[src/rtl/uart_dtm.sv]
// uart_dtm: UART-to-DMI debug transport; turns 6-byte command frames into one DMI request each
// and returns the 5-byte response frame {status, data[7:0], data[15:8], data[23:16], data[31:24]}.
// Ports: clk/rst_n (async active-low), rx/tx UART pins (idle high),
//        req_* DMI request channel, resp_* DMI response channel,
//        active high while a frame/transaction is in progress.
module uart_dtm #(
  parameter int ClkDiv       = 434,
  parameter int AddressWidth = 7,
  parameter int DataWidth    = 32,
  parameter int TimeoutBits  = 40
) (
  input  logic                    clk,
  input  logic                    rst_n,
  input  logic                    rx,
  output logic                    tx,
  output logic                    req_valid,
  input  logic                    req_ready,
  output logic [1:0]              req_op,
  output logic [AddressWidth-1:0] req_addr,
  output logic [DataWidth-1:0]    req_data,
  input  logic                    resp_valid,
  output logic                    resp_ready,
  input  logic [1:0]              resp_op,
  input  logic [DataWidth-1:0]    resp_data,
  output logic                    active
);
  localparam int CW = $clog2(ClkDiv);
  localparam int TL = TimeoutBits * ClkDiv;
  localparam int TW = $clog2(TL + 1);
  localparam logic [CW-1:0] BitMax  = CW'(ClkDiv - 1);
  localparam logic [CW-1:0] HalfMax = CW'(ClkDiv / 2 - 1);
  typedef enum logic [2:0] {IDLE, COLLECT, REQ, WAIT, SEND} state_e;
  logic [2:0]              sync_q;
  logic                    rx_busy_q;
  logic [CW-1:0]           rx_cnt_q;
  logic [3:0]              rx_bit_q;
  logic [7:0]              rx_sh_q;
  state_e                  state_q;
  logic [2:0]              byte_q;
  logic [1:0]              op_q;
  logic [AddressWidth-1:0] addr_q;
  logic [DataWidth-1:0]    data_q;
  logic                    req_valid_q, resp_ready_q, active_q, ovr_q;
  logic [TW-1:0]           to_q;
  logic [CW-1:0]           tx_cnt_q;
  logic [5:0]              tx_n_q;
  logic [49:0]             tx_sh_q;
  logic                    rx_s, rx_tick, rx_stb, rx_err, busy_st, load;
  logic [1:0]              ld_op;
  logic [DataWidth-1:0]    ld_data;
  logic [49:0]             tx_frame;
  always_comb begin
    rx_s     = sync_q[1];
    rx_tick  = rx_busy_q && rx_cnt_q == '0;
    rx_stb   = rx_tick && rx_bit_q == 4'd9 && rx_s;
    rx_err   = rx_tick && rx_bit_q == 4'd9 && !rx_s;
    busy_st  = state_q inside {REQ, WAIT, SEND};
    ld_op    = state_q == WAIT ? resp_op : 2'b00;
    ld_data  = state_q == WAIT ? resp_data : '0;
    // five 8N1 characters back to back, sent LSB first from bit 0
    tx_frame = {1'b1, ld_data[31:24], 1'b0, 1'b1, ld_data[23:16], 1'b0,
                1'b1, ld_data[15:8], 1'b0, 1'b1, ld_data[7:0], 1'b0,
                1'b1, ovr_q, 5'b0, ld_op, 1'b0};
    // nop/reserved ops skip the DMI and answer immediately on the 6th byte
    load     = (state_q == WAIT && resp_valid) ||
               (state_q == COLLECT && rx_stb && byte_q == 3'd5 && (op_q == 2'd0 || op_q == 2'd3));
  end
  always_ff @(posedge clk or negedge rst_n) begin
    if (!rst_n) begin
      sync_q    <= 3'b111;
      rx_busy_q <= 1'b0;
      rx_cnt_q  <= '0;
      rx_bit_q  <= '0;
      rx_sh_q   <= '0;
    end else begin
      sync_q <= {sync_q[1:0], rx};
      if (!rx_busy_q) begin
        if (sync_q[2] && !sync_q[1]) begin
          rx_busy_q <= 1'b1;
          rx_cnt_q  <= HalfMax;
          rx_bit_q  <= '0;
        end
      end else if (rx_cnt_q != '0) begin
        rx_cnt_q <= rx_cnt_q - 1'b1;
      end else begin
        rx_cnt_q <= BitMax;
        rx_bit_q <= rx_bit_q + 4'd1;
        if ((rx_bit_q == 4'd0 && rx_s) || rx_bit_q == 4'd9) rx_busy_q <= 1'b0;
        if (rx_bit_q != 4'd0 && rx_bit_q != 4'd9) rx_sh_q <= {rx_s, rx_sh_q[7:1]};
      end
    end
  end
  always_ff @(posedge clk or negedge rst_n) begin
    if (!rst_n) begin
      state_q      <= IDLE;
      byte_q       <= '0;
      op_q         <= '0;
      addr_q       <= '0;
      data_q       <= '0;
      req_valid_q  <= 1'b0;
      resp_ready_q <= 1'b0;
      active_q     <= 1'b0;
      ovr_q        <= 1'b0;
      to_q         <= '0;
      tx_cnt_q     <= '0;
      tx_n_q       <= '0;
      tx_sh_q      <= '1;
    end else begin
      case (state_q)
        IDLE: if (rx_stb) begin
          op_q     <= rx_sh_q[1:0];
          byte_q   <= 3'd1;
          active_q <= 1'b1;
          to_q     <= '0;
          state_q  <= COLLECT;
        end
        COLLECT: begin
          // only idle line time counts toward the inter-byte timeout
          to_q <= rx_busy_q ? '0 : to_q + 1'b1;
          if (rx_err || to_q == TW'(TL - 1)) begin
            state_q  <= IDLE;
            byte_q   <= '0;
            active_q <= 1'b0;
          end else if (rx_stb) begin
            byte_q <= byte_q + 3'd1;
            if (byte_q == 3'd1) addr_q <= rx_sh_q[AddressWidth-1:0];
            else data_q <= {rx_sh_q, data_q[DataWidth-1:8]};
            if (byte_q == 3'd5) begin
              byte_q <= '0;
              if (load) state_q <= SEND;
              else begin
                req_valid_q <= 1'b1;
                state_q     <= REQ;
              end
            end
          end
        end
        REQ: if (req_ready) begin
          req_valid_q  <= 1'b0;
          resp_ready_q <= 1'b1;
          state_q      <= WAIT;
        end
        WAIT: if (resp_valid) begin
          resp_ready_q <= 1'b0;
          state_q      <= SEND;
        end
        SEND: begin
          if (tx_cnt_q != '0) tx_cnt_q <= tx_cnt_q - 1'b1;
          else if (tx_n_q == 6'd49) begin
            state_q  <= IDLE;
            active_q <= 1'b0;
          end else begin
            tx_n_q   <= tx_n_q + 6'd1;
            tx_sh_q  <= {1'b1, tx_sh_q[49:1]};
            tx_cnt_q <= BitMax;
          end
        end
        default: state_q <= IDLE;
      endcase
      if (load) begin
        tx_sh_q  <= tx_frame;
        tx_n_q   <= '0;
        tx_cnt_q <= BitMax;
        ovr_q    <= 1'b0;
      end
      // a byte landing on the load edge stays flagged for the next response
      if (rx_stb && busy_st) ovr_q <= 1'b1;
    end
  end
  assign tx         = tx_sh_q[0];
  assign req_valid  = req_valid_q;
  assign req_op     = op_q;
  assign req_addr   = addr_q;
  assign req_data   = data_q;
  assign resp_ready = resp_ready_q;
  assign active     = active_q;
endmodule

[config.mk]
export PLATFORM = sky130hd
export DESIGN_NAME = uart_dtm
export DESIGN_NICKNAME = d
export VERILOG_FILES = /design/src/rtl/uart_dtm.sv
export SDC_FILE = /design/constraint.sdc
export NUM_CORES = 1
export LEC_CHECK = 0
export CORE_AREA = 5 5 116 118
export CTS_CLUSTER_SIZE = 28
export DETAILED_ROUTE_END_ITERATION = 7
export DIE_AREA = 0 0 121 123
export GPL_TIMING_DRIVEN = 0
export HOLD_SLACK_MARGIN = 0.06
export PLACE_DENSITY = 0.84
export SYNTH_ARGS = -nofsm -noshare
export SYNTH_HDL_FRONTEND = slang
export SYNTH_SLANG_ARGS = --single-unit
[constraint.sdc]
create_clock -name clk -period 5.4 [get_ports clk]
set_clock_uncertainty 0.1 [all_clocks]
set_input_delay 0.54 -clock clk [delete_from_list [all_inputs] [get_ports clk]]
set_output_delay 0.54 -clock clk [all_outputs]
set_load 0.1 [all_outputs]
# Word-level counts from Yosys, hierarchy flattened
# Index checks and enable logic that the tools add are counted.
# op_classes
addsub	6
n_eq_ne	27
n_mux	57
n_bitwise	3
n_reduce_logical	45
# ops
operator	n
2-to-1 mux 50 bit	4
2-to-1 mux 9 bit	7
2-to-1 mux 3 bit	12
2-to-1 mux 32 bit	1
2-to-1 mux 15 bit	2
one-hot mux 15 bit (2 select lines)	1
2-to-1 mux 6 bit	4
!= test 2 bit, second input constant	10
nonzero test 9 bit	2
subtractor 9 x 1 -> 9 bit, second input constant	2
2-to-1 mux 1 bit	17
adder 15 x 1 -> 15 bit, second input constant	1
equality test 15 bit, second input constant	1
one-hot mux 3 bit (5 select lines)	1
logical AND 1 bit	12
2-to-1 mux 4 bit	3
AND reduction 3 bit	4
nonzero test 2 bit	6
logical NOT 9 bit	1
AND reduction 2 bit	4
AND reduction 4 bit	2
AND reduction 7 bit	1
adder 6 x 1 -> 6 bit, second input constant	1
equality test 3 x 1 -> 1 bit, second input constant	2
other kinds (26)	37
# word_totals
register_bits	156
inputBits	39
output_inout_bits	45
word_cells	156

# Logic depth before layout (Yosys ltp)
# Gate-level depths: netlist of run 1.
# depth
depth_word	13
mapped_depth	10
mapped_depth_nobuf	7

# Least setup slack after synthesis of run 1
# OpenSTA, ideal clock, no wires.
# synth_timing
path_type	reg2reg
start	reg rx_cnt_q[0]
end	reg data_q[22], in the netlist req_data[22]
setup_ps	126
arrival_time_ps	2418
t_required_ps	5174
path_slack_ps	2756
stages_incl_launch_ff	9
n_path_buf	1
period_less_slack_ps	2644
cell_sequence	dfrtp_1 > inv_1 > ha_1 > or4b_4 > nor4_4 > nand2_2 > nor3_4 > buf_6 > mux2_2
# synth_between
elab_chain_len	7
word_cells_on_any_way	8
cone_classes	bitwise: 1; reduce/logical: 7
# synth_lines
element	line	rtl
from (decl)	35	logic [CW-1:0] rx_cnt_q;
from (signal assigned)	80	rx_cnt_q <= HalfMax;
from (signal assigned)	84	rx_cnt_q <= rx_cnt_q - 1'b1;
from (signal assigned)	86	rx_cnt_q <= BitMax;
logical NOT 9 bit (*)	54	rx_tick = rx_busy_q && rx_cnt_q == '0;
logical AND 1 bit (*)	54	
logical AND 1 bit (*)	55, 56	
logical AND 1 bit	56	rx_err = rx_tick && rx_bit_q == 4'd9 && !rx_s;
logical OR 1 bit	120	if (rx_err || to_q == TW'(TL - 1)) begin
inverter 1 bit (no line)	--	
AND reduction 4 bit (no line) (*)	--	
to (signal assigned)	127	else data_q <= {rx_sh_q, data_q[DataWidth-1:8]};
to (decl)	42	logic [DataWidth-1:0] data_q;
# Mark *: on every way between the ends. The rest lies on a longest branch, timed or not.
# A chain may end at the register's enable or synchronous reset.

# Worst setup path in the final report of run 1
# layout_timing
start	reg rx_cnt_q[0]
end	reg data_q[10], in the netlist req_data[10]
# The elaborated chain is that of the path after synthesis.

==> results of run 1 <==
## power by group through the flow
stage          combinational [uW]  sequential, uW  clock [uW]
2_1_floorplan                 102            1260           0
3_3_place_gp                  164            1260           0
5_1_grt                       207            1260        1160
3_5_place_dp                  177            1270           0
4_1_cts                       180            1250        1110
6_report                      180            1250        1100
## registers in the layout (all words and copies together), names as in the netlist
name,cells
byte_q,3
rx_bit_q,4
tx_sh_q,49
rx_cnt_q,9
req_data,32
rx_sh_q,8
ovr_q,1
resp_ready,1
req_op,2
state_q,3
req_addr,7
req_valid,1
sync_q,3
tx_n_q,6
active,1
to_q,15
rx_busy_q,1
tx_cnt_q,9
## how the worst min path moves through the flow
stage,end,slack (ps),cells past startpoint
after floorplan,active,140,0
after global placement,sync_q[1],250,0
after detailed placement,sync_q[1],250,0
after CTS,tx_n_q[2],130,1
after global routing,tx_n_q[2],180,1
final,tx_n_q[2],110,1
## area by class of cell
type                    instances  share of cell area
clock buffers                  18              0.0486
flip-flops and latches        155               0.446
well taps                     172              0.0244
plain buffers                  34              0.0201
clock inverters                14              0.0126
inverters                      14             0.00595
multi-input cells             462               0.345
repair buffers                 84              0.0973
## placed cells by master, fill, tap and decap left out, types with 14 or more instances in the layout
| cell | instances |
|---|---|
| dfrtp_1 | 103 |
| mux2_2 | 45 |
| clkdlybuf4s50_1 | 82 |
| clkbuf_16 | 17 |
| inv_1 | 14 |
| o21ai_0 | 74 |
| nor2_1 | 32 |
| mux2i_1 | 34 |
| nand3_1 | 48 |
| nor3_1 | 15 |
| clkbuf_1 | 17 |
| nand2_1 | 62 |
| dfstp_2 | 52 |
| a21oi_1 | 28 |
## kinds of logic (layout without fill, tap and decap cells)
kind of cell	after synthesis	in the layout
and+or+nand+nor	213	213
DFF	155	155
AOI/OAI and AO/OA	144	144
muxes	83	83
buffers and inverters	48	164
xor gates and xnor gates	13	13
adders and majority gates	9	9
## Yosys cell counts, types with 4 or more instances
master    number
buf_4          4
xor2_1         6
nand4_1        8
and3_1         4
a31oi_1        7
xnor2_1        7
nand2_1       62
ha_1           9
nor2_1        32
nand3_1       48
dfrtp_1      103
nor2b_1        4
clkbuf_1      16
o31ai_1        5
mux2_2        45
a22o_1         6
a21oi_1       28
buf_2          9
o21ai_0       74
nor4_1         4
mux2_1         4
dfstp_2       52
mux2i_1       34
nor3_1        15
nor3b_1        5
and2_1         6
inv_1         14
## metrics by stage
| stage | power [uW] | setup WS (ps) |
|---|---|---|
| finish | 2530 | 2370 |
| global route | 2630 | 2190 |
| CTS | 2540 | 2400 |
| detailed placement | 1450 | 2410 |
| global placement | 1430 | -2190 |
| floorplan | 1360 | 2760 |
## metal layers
metal  vias up  track usage
met5         -            0
met4         0       0.0864
met3        28       0.0512
met2       157        0.409
met1      2785        0.283
li1       2589            -
## worst max-delay path, stage by stage, from the launching register on
cell	delay (ps)
dfrtp_1	410
inv_1	100
ha_1	190
or4b_4	510
nor4_4	580
nand2_2	150
nor3_4	310
buf_6	210
mux2_2	350
==> reports/metrics.csv, run 1 <==
metric,value,unit
CTS tree,built,
main combinational cell family by area after synthesis,simple AND/OR/NAND/NOR gates,
share of cells above drive strength 1,0.201,
Clock Sinks,155,
vias in the first global route,5678,
Top Layer Used,met4,
#FFs+latches synth,155,
Seq. cell area,0.00394,sq mm
Initial Utilization,0.584,
total vias in the final route,5559,
Worst EP required,5620,ps
top post-synthesis cells by area,"dfrtp_1, dfstp_2, mux2_2",
"Avg Cell Area, Syn",10.9,sq um
placed cell areas,0.00829,sq mm
clk_lat worst skew,430,ps
drt first-iter violations,360,
leakage power,0.00394,uW
"EDFF count, synth",0,
sequential share of power,0.496,
Ys Warns,0,
Comb power frac,0.071,
CORE AREA,0.0124,sq mm
Mapped Area,0.00722,sq mm
Worst Setup EP,req_data[10],
met1 WL,6780,microns
xor and xnor fraction of the mapped netlist area,0.0158,
CP endpoint kind,register,
Final min period,3030,ps
Synth area leader,dfrtp_1,
r2r setup slk,2370,ps
Mapped Nets,713,
largest net degree at the start of global routing,97,
critical path class,register to register,
H-tree levels,4,
worst hold path class,primary input to asynchronous set/reset pin,
unrepaired setup endpoints after global routing,false,
Max VDD drop,0.245,mV
Sw Share,0.256,
Psw,647,uW
"Cell Count, Final, Fillers Out",953,
Layout area overhead,22.4,%
fin nets,816,
Worst-path clk slew,60,ps
multi-input logic area,0.00305,sq mm
gr usage total,0.233,
Wirelength per Cell,17.3,microns
root buffer cell,clkbuf_16,
Max Cap Violations,0,
synth unique cells,60,
grt total ovfl,0,
Hold Buf Count CTS,0,
remaining routing DRC violations,0,
"Core Util, Final",0.715,
status,"finished, final reports clean",
DR pass1 iterations,5,
fraction of registers with async set/reset,1.00,
Mapped Cells,665,
r2r endpoint,req_data[10],
post-synth top area share,0.357,
Crit Path Max Fanout,10,
Finish-stage setup viols,0,
simple-gate share of the synthesized area,0.152,
Worst Setup SP,rx_cnt_q[0],
setup tns final,0,ps
top_reg_cell synth,dfrtp_1,
Final ANT Viol Nets,0,
reg2reg start,rx_cnt_q[0],
met2 wire len,8640,microns
Worst Tran Pin Value,1010,ps
fin. max-slew vios,0,
Adder-Cell Fraction of Synth Area,0.0156,
CP arrival,3240,ps
site row count,41,
# Post-CTS Setup Buffers,0,
full die area,0.0149,sq mm
post-cts resize count,0,
clk buf depth,2,
WL final,16500,microns
gp weighted congestion,0.902,
FF-to-FF path depth,8,
first-pass GRT wire length,27600,microns
pwr/cell area,286,mW/mm^2
DP Wirelength,11200,microns
post-synthesis mux area share,0.124,
number of diodes,0,
Int Power,1880,uW
fin crit share,0.560,
Compound-Gate Fraction of Synth Area,0.115,
Port Buffers,83,
"Design Area, Final",0.00883,sq mm
CP startpoint kind,register,
wire length on met3,734,microns
Top-Level Pins,84,
chip height,123,microns
hold violation total from the final report,0,
Hold Slack,106,ps
Num CTS Buffers,17,
fill cell count,847,
Rel. slew slack,0.325,
initial antenna violation count,0,
Cells after DPL,921,
max frequency,330,MHz
Clk pwr share,0.433,
Via density,5.83,
DIE WIDTH,121,microns
post-synthesis sequential area ratio,0.546,
No activity file was read; power rests on OpenSTA's default activity.
==> run 2, diff against run 1 <==
- CORE_AREA: 5 5 116 118 -> 5 5 125 127
- DIE_AREA: 0 0 121 123 -> 0 0 130 132
- PLACE_DENSITY: 0.84 -> 0.76
- clock period: 5.4 -> 2.5 ns (I/O delays scaled with it)
==> run 2 against run 1 <==
Effect of this change: the flow now finishes with violations (negative setup slack); combinational power rose to 3.0 times the previous value; design area up 18%; power up 130%; die area up 15%; count of clock-buffer cells in the layout up 1; critical path type unchanged.
==> reports/metrics.csv, run 2 (synthesized netlist as in run 1, its figures left out) <==
metric,value,unit
initial antenna violation count,0,
CTS tree,built,
vias in the first global route,6094,
critical path class,register to register,
clk_lat worst skew,420,ps
Via density,5.96,
"Design Area, Final",0.0104,sq mm
remaining routing DRC violations,0,
Psw,1510,uW
chip height,132,microns
Final ANT Viol Nets,0,
worst hold path class,primary input to register,
register with the most flip-flops,tx_sh_q,
grt total ovfl,0,
Pwr Total,5830,uW
fin. max-slew vios,0,
Worst EP required,2710,ps
Crit Path Max Fanout,7,
CORE AREA,0.0143,sq mm
hold violation total from the final report,0,
Clock Sinks,155,
WL final,21100,microns
clk buf depth,2,
Hold Path Stages,1,
root buffer cell,clkbuf_16,
number of diodes,0,
Rel. slew slack,0.315,
Worst Tran Pin Value,1020,ps
hold path startpoint,rx,
FF-to-FF path depth,7,
fin nets,856,
gr usage total,0.225,
Clk pwr share,0.440,
DP Wirelength,11700,microns
Initial Utilization,0.504,
site row count,44,
leakage power,0.00443,uW
fill cell count,875,
largest net degree at the start of global routing,84,
Hold Slack,143,ps
CP arrival,2820,ps
fin crit share,1.05,
Sw Share,0.260,
multi-input logic area,0.00386,sq mm
Top-Level Pins,84,
Num CTS Buffers,17,
Int Power,4320,uW
Port Buffers,83,
min setup slack post-route,-117,ps
drt first-iter violations,534,
Finish-stage setup viols,73,
sequential share of power,0.466,
DR pass1 iterations,5,
Seq. cell area,0.00395,sq mm
share of cells above drive strength 1,0.400,
CP endpoint kind,register,
max frequency,382,MHz
Final min period,2620,ps
full die area,0.0172,sq mm
Layout area overhead,44.1,%
pwr/cell area,561,mW/mm^2
"most common cell after layout, fill and taps aside",dfrtp_1,
gp weighted congestion,0.829,
failing checks,negative setup slack,
status,"complete, but fails checks",
reg2reg start,rx_cnt_q[0],
"commonest cells after routing, fill and taps aside","dfrtp_1, clkdlybuf4s50_1, nand2_1",
CP startpoint kind,register,
unrepaired setup endpoints after global routing,true,
Max VDD drop,0.556,mV
max FFs per register,49,
first-pass GRT wire length,31000,microns
DIE WIDTH,130,microns
dpl ws,-515,ps
placed cell areas,0.00831,sq mm
Worst-path clk slew,60,ps
Wirelength per Cell,21.0,microns
H-tree levels,4,
total vias in the final route,5993,
Comb power frac,0.094,
Worst Setup SP,rx_cnt_q[0],
Max Cap Violations,0,
-- run 2: per-stage QoR --
stage	utilization	TNS, ps	instances
3_5_place_dp	0.581	-38610	933
2_1_floorplan	-	-4270	665
3_3_place_gp	0.579	-681360	932
4_1_cts	0.685	-7050	997
6_report	0.727	-3360	1005
5_1_grt	0.727	-10630	1005
-- run 2: layout make-up --
type / count / area share
buffer: 30 / 0.0297
clock buffer: 19 / 0.0436
clock inverter: 13 / 0.0124
sequential: 155 / 0.379
multi-input combinational: 462 / 0.371
tap: 184 / 0.0221
inverter: 14 / 0.00505
timing repair buffer: 128 / 0.137
-- run 2: path summary, 6_finish.rpt --
| kind | to | slack [ps] |
|---|---|---|
| max | req_addr[5] | -120 |
| min | sync_q[0] | 140 |
| max reg2reg | req_addr[5] | -120 |
| min reg2reg | sync_q[1] | 260 |
| max in group asynchronous | tx_sh_q[37] | 1060 |
| min in group asynchronous | active | 370 |
-- run 2: worst max-delay path, cell delays in order, from the launching register on --
cell       delay [ps]
dfrtp_2           430
inv_2              80
ha_4              130
or4b_4            490
or4_4             570
nand4bb_1         230
buf_6             190
mux2_2            280
-- run 2: timing repair --
action,in CTS,in global routing
hold buffers,1,0
buffers inserted,21,13
pin swaps,23,37
endpoints found under the hold margin,43,0
resized for setup,169,140
gates cloned,11,2
endpoints found under the setup margin,124,133
-- run 2: per-layer routing --
layer  share of wire  track usage  vias up
li1                -            -     2690
met3           0.043       0.0515       44
met2            0.53        0.383      185
met4           0.026       0.0768        0
met1            0.40        0.280     3074
met5               0            0        -
-- run 2: power groups by stage --
stage	clock network, uW	logic (uW)	registers [uW]
3_5_place_dp	0	390	2740
6_report	2570	546	2720
2_1_floorplan	0	221	2710
4_1_cts	2570	451	2710
5_1_grt	2720	599	2730
3_3_place_gp	0	356	2730
